[src/rtl/dispatch_queue_if.sv]
// ------------------------------------------------------------------------
// dispatch_queue_if: rename-side enqueue group and RS write-port group. Rev 1.0
// ------------------------------------------------------------------------
`default_nettype none

interface dispatch_queue_if #(
  parameter int ENQ_WIDTH = 2,
  parameter int BANK_NUM  = 2,
  parameter int RS_W      = 27,
  parameter int OPT_W     = 8
);
  logic [ENQ_WIDTH-1:0][RS_W-1:0]  rs_base_i;
  logic [ENQ_WIDTH-1:0][OPT_W-1:0] option_code_i;
  logic [ENQ_WIDTH-1:0]            enq_valid_i;
  logic                            enq_ready_o;
  logic [BANK_NUM-1:0][RS_W-1:0]   rs_base_o;
  logic [BANK_NUM-1:0][OPT_W-1:0]  option_code_o;
  logic [BANK_NUM-1:0]             wr_valid_o;
  logic [BANK_NUM-1:0]             wr_ready_i;

  // master: the queue itself (producer toward the RS banks)
  modport master (
    input  rs_base_i, option_code_i, enq_valid_i, wr_ready_i,
    output enq_ready_o, rs_base_o, option_code_o, wr_valid_o
  );

  // slave: rename stage plus RS banks
  modport slave (
    output rs_base_i, option_code_i, enq_valid_i, wr_ready_i,
    input  enq_ready_o, rs_base_o, option_code_o, wr_valid_o
  );
endinterface

`default_nettype wire

[src/rtl/dispatch_queue.sv]
// ------------------------------------------------------------------------
// dispatch_queue: in-order rename-to-RS buffer with writeback wakeup/bypass. Rev 1.0
// ------------------------------------------------------------------------
`default_nettype none

`ifndef WB_WIDTH
`define WB_WIDTH 2
`endif
`ifndef PHY_REG_NUM
`define PHY_REG_NUM 64
`endif

module dispatch_queue #(
  parameter int QUEUE_DEPTH = 8,
  parameter int ENQ_WIDTH   = 2,
  parameter int BANK_NUM    = 2,
  parameter int OPT_W       = 8
) (
  input  wire                                                clk,
  input  wire                                                a_rst_n,
  input  wire                                                flush_i,
  input  wire [`WB_WIDTH-1:0]                                wb_i,
  input  wire [`WB_WIDTH-1:0][$clog2(`PHY_REG_NUM)-1:0]      wb_pdest_i,
  dispatch_queue_if.master                                   dq
);

  localparam int WB_W   = `WB_WIDTH;
  localparam int PREG_W = $clog2(`PHY_REG_NUM);
  localparam int ROB_W  = 6;
  localparam int IDX_W  = $clog2(QUEUE_DEPTH);
  localparam int PTR_W  = IDX_W + 1;
  localparam logic [PTR_W-1:0] ENQ_LIMIT = PTR_W'(QUEUE_DEPTH - ENQ_WIDTH);

  typedef struct packed {
    logic              valid;
    logic [ROB_W-1:0]  rob_idx;
    logic [PREG_W-1:0] pdest;
    logic [PREG_W-1:0] psrc0;
    logic              psrc0_ready;
    logic [PREG_W-1:0] psrc1;
    logic              psrc1_ready;
  } rs_base_t;

  localparam int RS_W = $bits(rs_base_t);

  rs_base_t                       mem     [QUEUE_DEPTH];
  logic [OPT_W-1:0]               opt_mem [QUEUE_DEPTH];
  logic [QUEUE_DEPTH-1:0]         live;
  logic [PTR_W-1:0]               head;
  logic [PTR_W-1:0]               tail;
  logic [PTR_W-1:0]               count;
  logic [PTR_W-1:0]               enq_n;
  logic [PTR_W-1:0]               deq_k;
  logic                           enq_ready;
  logic [BANK_NUM-1:0]            wr_valid;
  logic [IDX_W-1:0]               rd_idx  [BANK_NUM];
  logic [IDX_W-1:0]               wr_idx  [ENQ_WIDTH];
  rs_base_t                       bypass  [BANK_NUM];
  logic [BANK_NUM-1:0][RS_W-1:0]  rs_out;
  logic [BANK_NUM-1:0][OPT_W-1:0] opt_out;

  // Set ready bits of an entry for any source matching a writeback this cycle.
  function automatic rs_base_t wake(input rs_base_t e,
                                    input logic [WB_W-1:0] v,
                                    input logic [WB_W-1:0][PREG_W-1:0] p);
    rs_base_t r;
    r = e;
    for (int k = 0; k < WB_W; k++) begin
      if (v[k]) begin
        if (r.psrc0 == p[k]) r.psrc0_ready = 1'b1;
        if (r.psrc1 == p[k]) r.psrc1_ready = 1'b1;
      end
    end
    return r;
  endfunction

  assign count     = tail - head;
  assign enq_ready = (count <= ENQ_LIMIT);

  // Enqueue: only the contiguous valid prefix from slot 0 is taken.
  always_comb begin
    logic stop;
    stop  = 1'b0;
    enq_n = '0;
    for (int i = 0; i < ENQ_WIDTH; i++) begin
      wr_idx[i] = tail[IDX_W-1:0] + IDX_W'(i);
      if (!stop && dq.enq_valid_i[i]) enq_n = enq_n + 1'b1;
      else                            stop  = 1'b1;
    end
    if (!enq_ready) enq_n = '0;
  end

  // Dispatch: present head..head+BANK_NUM-1, stop at the first refused port.
  always_comb begin
    logic stop;
    stop  = 1'b0;
    deq_k = '0;
    for (int j = 0; j < BANK_NUM; j++) begin
      rd_idx[j]       = head[IDX_W-1:0] + IDX_W'(j);
      wr_valid[j]     = (count > PTR_W'(j)) && !flush_i;
      bypass[j]       = wake(mem[rd_idx[j]], wb_i, wb_pdest_i);
      bypass[j].valid = 1'b1;
      rs_out[j]       = wr_valid[j] ? RS_W'(bypass[j]) : '0;
      opt_out[j]      = wr_valid[j] ? opt_mem[rd_idx[j]] : '0;
      if (!stop && wr_valid[j] && dq.wr_ready_i[j]) deq_k = deq_k + 1'b1;
      else                                          stop  = 1'b1;
    end
  end

  assign dq.enq_ready_o   = enq_ready;
  assign dq.wr_valid_o    = wr_valid;
  assign dq.rs_base_o     = rs_out;
  assign dq.option_code_o = opt_out;

  // Enqueue slots are always free and dispatch slots always occupied, so
  // the per-entry writes below never collide within one edge.
  always_ff @(posedge clk or negedge a_rst_n) begin
    if (!a_rst_n) begin
      head <= '0;
      tail <= '0;
      live <= '0;
      for (int i = 0; i < QUEUE_DEPTH; i++) begin
        mem[i]     <= '0;
        opt_mem[i] <= '0;
      end
    end else if (flush_i) begin
      head <= '0;
      tail <= '0;
      live <= '0;
    end else begin
      for (int i = 0; i < QUEUE_DEPTH; i++) begin
        if (live[i]) mem[i] <= wake(mem[i], wb_i, wb_pdest_i);
      end
      for (int j = 0; j < BANK_NUM; j++) begin
        if (PTR_W'(j) < deq_k) live[rd_idx[j]] <= 1'b0;
      end
      for (int i = 0; i < ENQ_WIDTH; i++) begin
        if (PTR_W'(i) < enq_n) begin
          mem[wr_idx[i]]     <= wake(rs_base_t'(dq.rs_base_i[i]), wb_i, wb_pdest_i);
          opt_mem[wr_idx[i]] <= dq.option_code_i[i];
          live[wr_idx[i]]    <= 1'b1;
        end
      end
      head <= head + deq_k;
      tail <= tail + enq_n;
    end
  end

endmodule

`default_nettype wire
[src/flat_wrapper.sv]
// flat-port wrapper written by rule: the top's interface ports become plain ports
module dispatch_queue_flat 
#(
  parameter int QUEUE_DEPTH = 8,
  parameter int ENQ_WIDTH   = 2,
  parameter int BANK_NUM    = 2,
  parameter int OPT_W       = 8
)
  (clk, a_rst_n, flush_i, wb_i, wb_pdest_i, dq_rs_base_i, dq_option_code_i, dq_enq_valid_i, dq_wr_ready_i, dq_enq_ready_o, dq_rs_base_o, dq_option_code_o, dq_wr_valid_o);
  dispatch_queue_if #(.ENQ_WIDTH(ENQ_WIDTH), .BANK_NUM(BANK_NUM), .OPT_W(OPT_W)) dq_i ();
  input  wire clk;
  input  wire a_rst_n;
  input  wire flush_i;
  input  wire [`WB_WIDTH-1:0] wb_i;
  input  wire [`WB_WIDTH-1:0][$clog2(`PHY_REG_NUM)-1:0] wb_pdest_i;
  input wire logic [$bits(dq_i.rs_base_i)-1:0] dq_rs_base_i;
  input wire logic [$bits(dq_i.option_code_i)-1:0] dq_option_code_i;
  input wire logic [$bits(dq_i.enq_valid_i)-1:0] dq_enq_valid_i;
  input wire logic [$bits(dq_i.wr_ready_i)-1:0] dq_wr_ready_i;
  output wire logic [$bits(dq_i.enq_ready_o)-1:0] dq_enq_ready_o;
  output wire logic [$bits(dq_i.rs_base_o)-1:0] dq_rs_base_o;
  output wire logic [$bits(dq_i.option_code_o)-1:0] dq_option_code_o;
  output wire logic [$bits(dq_i.wr_valid_o)-1:0] dq_wr_valid_o;
  assign dq_i.rs_base_i = dq_rs_base_i;
  assign dq_i.option_code_i = dq_option_code_i;
  assign dq_i.enq_valid_i = dq_enq_valid_i;
  assign dq_i.wr_ready_i = dq_wr_ready_i;
  assign dq_enq_ready_o = dq_i.enq_ready_o;
  assign dq_rs_base_o = dq_i.rs_base_o;
  assign dq_option_code_o = dq_i.option_code_o;
  assign dq_wr_valid_o = dq_i.wr_valid_o;
  dispatch_queue #(.QUEUE_DEPTH(QUEUE_DEPTH), .ENQ_WIDTH(ENQ_WIDTH), .BANK_NUM(BANK_NUM), .OPT_W(OPT_W)) u_core (.clk(clk), .a_rst_n(a_rst_n), .flush_i(flush_i), .wb_i(wb_i), .wb_pdest_i(wb_pdest_i), .dq(dq_i));
endmodule
[config.mk]
export PLATFORM = sky130hd
export DESIGN_NAME = dispatch_queue_flat
export DESIGN_NICKNAME = d
export VERILOG_FILES = /design/src/rtl/dispatch_queue_if.sv /design/src/rtl/dispatch_queue.sv /design/src/flat_wrapper.sv
export SDC_FILE = /design/constraint.sdc
export NUM_CORES = 1
export LEC_CHECK = 0
export ABC_CLOCK_PERIOD_IN_PS = 7180
export CAP_MARGIN = 20
export CORE_MARGIN = 4
export CORE_UTILIZATION = 39
export DETAILED_ROUTE_END_ITERATION = 12
export HOLD_SLACK_MARGIN = 0.06
export SKIP_LAST_GASP = 1
export SYNTH_ARGS = -nofsm -noshare
export SYNTH_HDL_FRONTEND = slang
export SYNTH_SLANG_ARGS = --single-unit
[constraint.sdc]
create_clock -name clk -period 7.18 [get_ports clk]
set_input_delay 1.436 -clock clk [delete_from_list [all_inputs] [get_ports clk]]
set_output_delay 1.436 -clock clk [all_outputs]
set_load 0.02 [all_outputs]
## After elaboration in Yosys (flattened, before gate mapping)

Cells that the tools add are included.
Widths: inputs -> output; s select.

| storage, ports and cells | value |
|---|---|
| output and inout port bits | 73 |
| logic and storage cells | 343 |
| input port bits | 91 |
| register bits after elaboration | 296 |

| operators by class | value |
|---|---|
| eq/ne operators | 48 |
| bitwise gates (word level) | 10 |
| mux-type cells | 177 |
| order comparisons | 21 |
| reduce and logical (&&, ||, !) cells | 13 |
| add/subtract/negate cells | 7 |

Operators by type and width:

| operator | number |
|---|---|
| $mux 216 | 3 |
| $bwmux 216 | 2 |
| $mux 27 | 12 |
| $eq 6x6->1 | 48 |
| $mux 64 | 3 |
| $mux 8 | 24 |
| $bmux 27 s3 | 2 |
| $demux 27 s3 | 2 |
| $bwmux 64 | 2 |
| $mux 1 | 110 |
| $mux 26 | 4 |
| $bmux 8 s3 | 2 |
| $demux 8 s3 | 2 |
| $mux 4 | 5 |
| $and 8x8->8 | 2 |
| $ge 4x4->1 const B | 4 |
| $lt 1x4->1 const A | 4 |
| $lt 3x4->1 const B | 4 |
| $not 3->4 | 4 |
| $not 8->8 | 2 |
| $or 8x8->8 | 2 |
| $demux 1 s3 | 4 |
| $ge 3x1->1 const B | 4 |
| $logic_and 1x1->1 | 12 |
| other kinds (9) | 13 |

## Longest topological paths before layout

Gate-level depths: netlist of the first run.

| logic depth | value |
|---|---|
| depth in word-level cells | 19 |
| mapped depth | 21 |
| mapped depth without buffers | 18 |

## Least setup slack after synthesis of the first run

No wires, ideal clock.

| path | value |
|---|---|
| path type | register to output |
| start point | register u_core.head[2] |
| end point | output port dq_rs_base_o[47] |
| data required time | 5744 ps |
| buffers on the path | 6 |
| arrival | 4078 ps |
| path slack | 1666 ps |
| cell stages (with the launch flop) | 13 |
| path through | dfrtp_1 -> buf_2 -> buf_2 -> buf_2 -> buf_2 -> inv_1 -> ha_1 -> o21a_1 -> or3_1 -> clkbuf_1 -> a31o_2 -> clkbuf_1 -> a2111oi_0 |

| on the way | value |
|---|---|
| cells in the longest elaborated chain, start to end | 6 |
| elaborated cells between the ends (all ways) | 9 |
| classes of those cells | 2 x add/sub; 1 x order compare; 4 x mux; 1 x bitwise; 1 x reduce/logical |

Ends and longest elaborated chain:

| element | RTL line | RTL |
|---|---|---|
| from (decl) | dispatch_queue.sv:49 | `logic [PTR_W-1:0] head;` |
| from (signal assigned) | dispatch_queue.sv:144 | `head <= head + deq_k;` |
| $add 3x1->3 | dispatch_queue.sv:99 | `rd_idx[j] = head[IDX_W-1:0] + IDX_W'(j);` |
| $not 3->4 (implied by the code) | dispatch_queue.sv:101 | `bypass[j] = wake(mem[rd_idx[j]], wb_i, wb_pdest_i);` |
| $bmux 27 s3 | dispatch_queue.sv:101 |  |
| $mux 26 (implied by the code) (2 in a row) | dispatch_queue.sv:101 |  |
| $mux 27 (*) | dispatch_queue.sv:103 | `rs_out[j] = wr_valid[j] ? RS_W'(bypass[j]) : '0;` |
| to (decl) | flat_wrapper.sv:21 | `output wire logic [$bits(dq_i.rs_base_o)-1:0] dq_rs_base_o;` |

Every way passes the cells marked *; elsewhere a longest branch is shown, timed or not. The select of a mux whose other input is x is not followed.

## Worst setup path in the final report of the first run

| path | value |
|---|---|
| start point | register u_core.head[1] |
| end point | output port dq_rs_base_o[18] |

| on the way | value |
|---|---|
| cells in the longest elaborated chain, start to end | 5 |
| elaborated cells between the ends (all ways) | 8 |
| classes of those cells | 1 x add/sub; 1 x order compare; 4 x mux; 1 x bitwise; 1 x reduce/logical |

Ends and longest elaborated chain:

| element | RTL line |
|---|---|
| branches (longest 4 deep; another with $sub 4x4->4) | -- |
| $mux 27 (*) | dispatch_queue.sv:103 |

Mark *: on every way between the ends. The select of a mux whose other input is x is not followed.

==> summary.md, run 1 <==
| Metric | Value |
|---|---|
| Routability congestion estimate | `0.949` |
| Htree depth | `2` |
| VDD IR max | `0.285 mV` |
| Clock buffer depth | `3` |
| Required time worst endpoint | `5.74 ns` |
| Synth warn | `0` |
| RSZ-0062 raised after global routing | `false` |
| Rows | `86` |
| Synthesized instance count | `2,227` |
| Post-synth top area cell | `dfrtp_1` |
| Congestion Overflow GR | `0` |
| Met2 WL | `40,300 um` |
| TritonRoute pass-1 iters | `6` |
| Reg clk slew, reported paths | `0.06 ns` |
| Final max-slew violation count | `0` |
| Clk sinks | `288` |
| TritonCTS clock tree | `done` |
| CP Class | `reg -> out` |
| Post-layout min period | `6.56 ns` |
| Crit path DAT | `5.12 ns` |
| Drc violations | `0` |
| Root buffer cell | `clkbuf_16` |
| Clock buffer count from CTS | `35` |
| Total power | `0.0111 W` |
| Setup_tns | `0 ns` |
| Pwr/cell area | `440 mW/mm^2` |
| Final hold vios | `0` |
| Drt via density | `6.66` |
| # IOs | `164` |
| Syn_nets | `2,332` |
| Core Area | `0.0555 sq mm` |
| Asr flop ratio synth | `100%` |
| FF+latch count, synth | `288` |
| Mapped cell area | `0.0221 sq mm` |
| # setup viols final | `0` |
| Area grow syn2layout | `14.1%` |
| WL met3 | `6890 um` |
| Post-DP HPWL | `52,900 um` |
| Worst slack, placed | `1.21 ns` |
| Via count | `19,700` |
| Peak Freq | `152 MHz` |
| DRT antenna net count | `0` |
| Yosys cell types | `58` |
| Largest cells by area after synthesis | `dfrtp_1 (33%), o22a_1 (20%), xnor2_1 (9.2%), mux2i_1 (7.3%), mux4_2 (4.5%)` |
| Most common cell in the netlist | `o22a_1` |
| Postcts setup bufs | `0` |
| Post-CTS Hold Buffers | `0` |
| Share of cells above drive strength 1 | `9.59%` |
| First-pass GRT wire length | `130,000 um` |
| Outcome | `finished, final reports clean` |
| Fin worst setup slack | `0.621 ns` |
| Tot GR Track Use | `28.0%` |
| Routed wire length | `87,400 um` |
| Finished Layout Cells | `2,960` |
| Die Span X | `246 um` |
| Fin area | `0.0252 sq mm` |
| PostCTS Resize Cnt | `0` |
| M1 wire length | `36,100 um` |
| Top FF cell, synth | `dfrtp_1` |
| Post-DR wirelength/cell | `29.5 um` |
| Critical path launch point type | `register` |
| Largest net degree at the start of global routing | `203` |
| Post-DP Area | `0.0239 sq mm` |
| Seq/Total Area, Yosys | `32.7%` |
| CP Capture Type | `output pin` |
| Worst-Skew Late Latency | `0.55 ns` |
| Post-synth EDFFs | `0` |
| Clock Skews | `0.0124 ns` |
| Avg Cell Area, Syn | `9.91 sq um` |
| Post-synth top area share | `32.7%` |
| Initial DRC Count | `2,051` |
| Max-Cap Viols | `0` |
| Port bufs | `161` |
| Fin nets | `2,292` |
| Die Height | `246 um` |
| Starting density of the core | `39.7%` |
| HP Class | `reg -> reg` |
| Dpl cells | `2,897` |
| Post-route clock period utilization | `91.3%` |
| Least-Margin Pin Slew | `1.15 ns` |
| Die area | `0.0604 sq mm` |
| Max layer used | `met5` |
| Crit path max fanout | `23` |
| Pleak | `8.57 nW` |
| Initial antenna violation count | `5` |
| Vias in the first global route | `19,800` |
| Commonest cells in the netlist | `o22a_1 (512), dfrtp_1 (288), xnor2_1 (231)` |
| Slew HR | `23.0%` |
| Fill cell count | `5,320` |
[path summary, 6_finish.rpt]
check / cells after the start / slack [ns] / from / endpoint
max in group asynchronous: 2 / 4.71 / a_rst_n / u_core.mem[167]
min in group asynchronous: 1 / 0.94 / a_rst_n / u_core.opt_mem[29]
worst max-delay path: 12 / 0.62 / u_core.head[1] / dq_rs_base_o[18]
worst max register to register: 17 / 2.18 / u_core.head[1] / u_core.live[5]
worst min register to register: 1 / 0.51 / u_core.opt_mem[7] / u_core.opt_mem[7]
worst min-delay path: 1 / 0.51 / u_core.opt_mem[7] / u_core.opt_mem[7]
[layer usage]
metal / vias to the layer above / track usage [%]
li1: 8398 / -
met5: - / 0
met1: 10000 / 36.7
met3: 223 / 5.43
met2: 1064 / 44.9
met4: 6 / 12.6
[final cells by class]
class	count	area [sq um]	area share (%)
Timing Repair Buffer	225	2160	8.58
Clock buffer	48	1030	4.08
Tap cell	748	936	3.72
Antenna cell	1	2.50	0.00994
Clock inverter	13	236	0.940
Sequential cell	288	7210	28.7
Multi-Input combinational cell	1621	13500	53.8
Inverter	16	60.1	0.239
[critical path, stage by stage (launching register included)]
cell and delay, ns:
dfrtp_1 0.51, buf_4 0.44, inv_1 0.12, buf_4 0.31, fa_1 0.46, xor2_1 0.18, nor2_1 0.10, a31o_2 0.52
inv_1 0.23, nor2_4 0.45, buf_4 0.45, a21oi_1 0.17, clkdlybuf4s50_1 0.58
[placed cells by master (no fill, tap or decap), types with 60 or more instances in the layout]
master | Yosys | final
xor2_1 | 64 | 64
nand2_1 | 81 | 81
buf_4 | 3 | 60
xnor2_1 | 231 | 231
a21oi_1 | 64 | 64
nand4_1 | 64 | 64
dfrtp_1 | 288 | 286
o22a_1 | 512 | 512
mux2i_1 | 161 | 161
nand3_1 | 70 | 70
clkdlybuf4s50_1 | 0 | 159
[sequential cells by signal (all words and copies together), names as in the netlist]
| signal | count |
|---|---|
| u_core.opt_mem | 64 |
| u_core.mem | 208 |
| u_core.head | 4 |
| u_core.tail | 4 |
| u_core.live | 8 |
[power by group]
group / switching [W] / leakage [nW] / internal (W)
logic: 0.00313 / 4.39 / 0.00280
clock network: 0.000760 / 0.619 / 0.00122
registers: 0.000873 / 3.56 / 0.00230
[cell families after synthesis]
kind of cell | after synthesis | synth area share, %
AO/OA/AOI/OAI | 734 | 27.4
AND/OR/NAND/NOR | 365 | 8.69
buffers and inverters | 318 | 6.32
XOR/XNOR | 297 | 11.9
flip-flops | 288 | 32.7
multiplexers | 211 | 12.1
adder cells (fa/ha/maj) | 14 | 0.896
[stage by stage]
stage / hold slack [ns] / util, %
final: 0.515 / 45.3
after floorplan: 0.469 / -
after global placement: 0.484 / 43.0
after detailed placement: 0.499 / 43.0
after CTS: 0.511 / 45.3
after global routing: 0.536 / 45.3
(Power assumes the default switching activity.)
==> inputs of run 2 (changes only) <==
- TNS_END_PERCENT: unset -> 30
==> results of run 2 <==
Same layout as run 1: the final DEF is identical, and so are final timing and power.
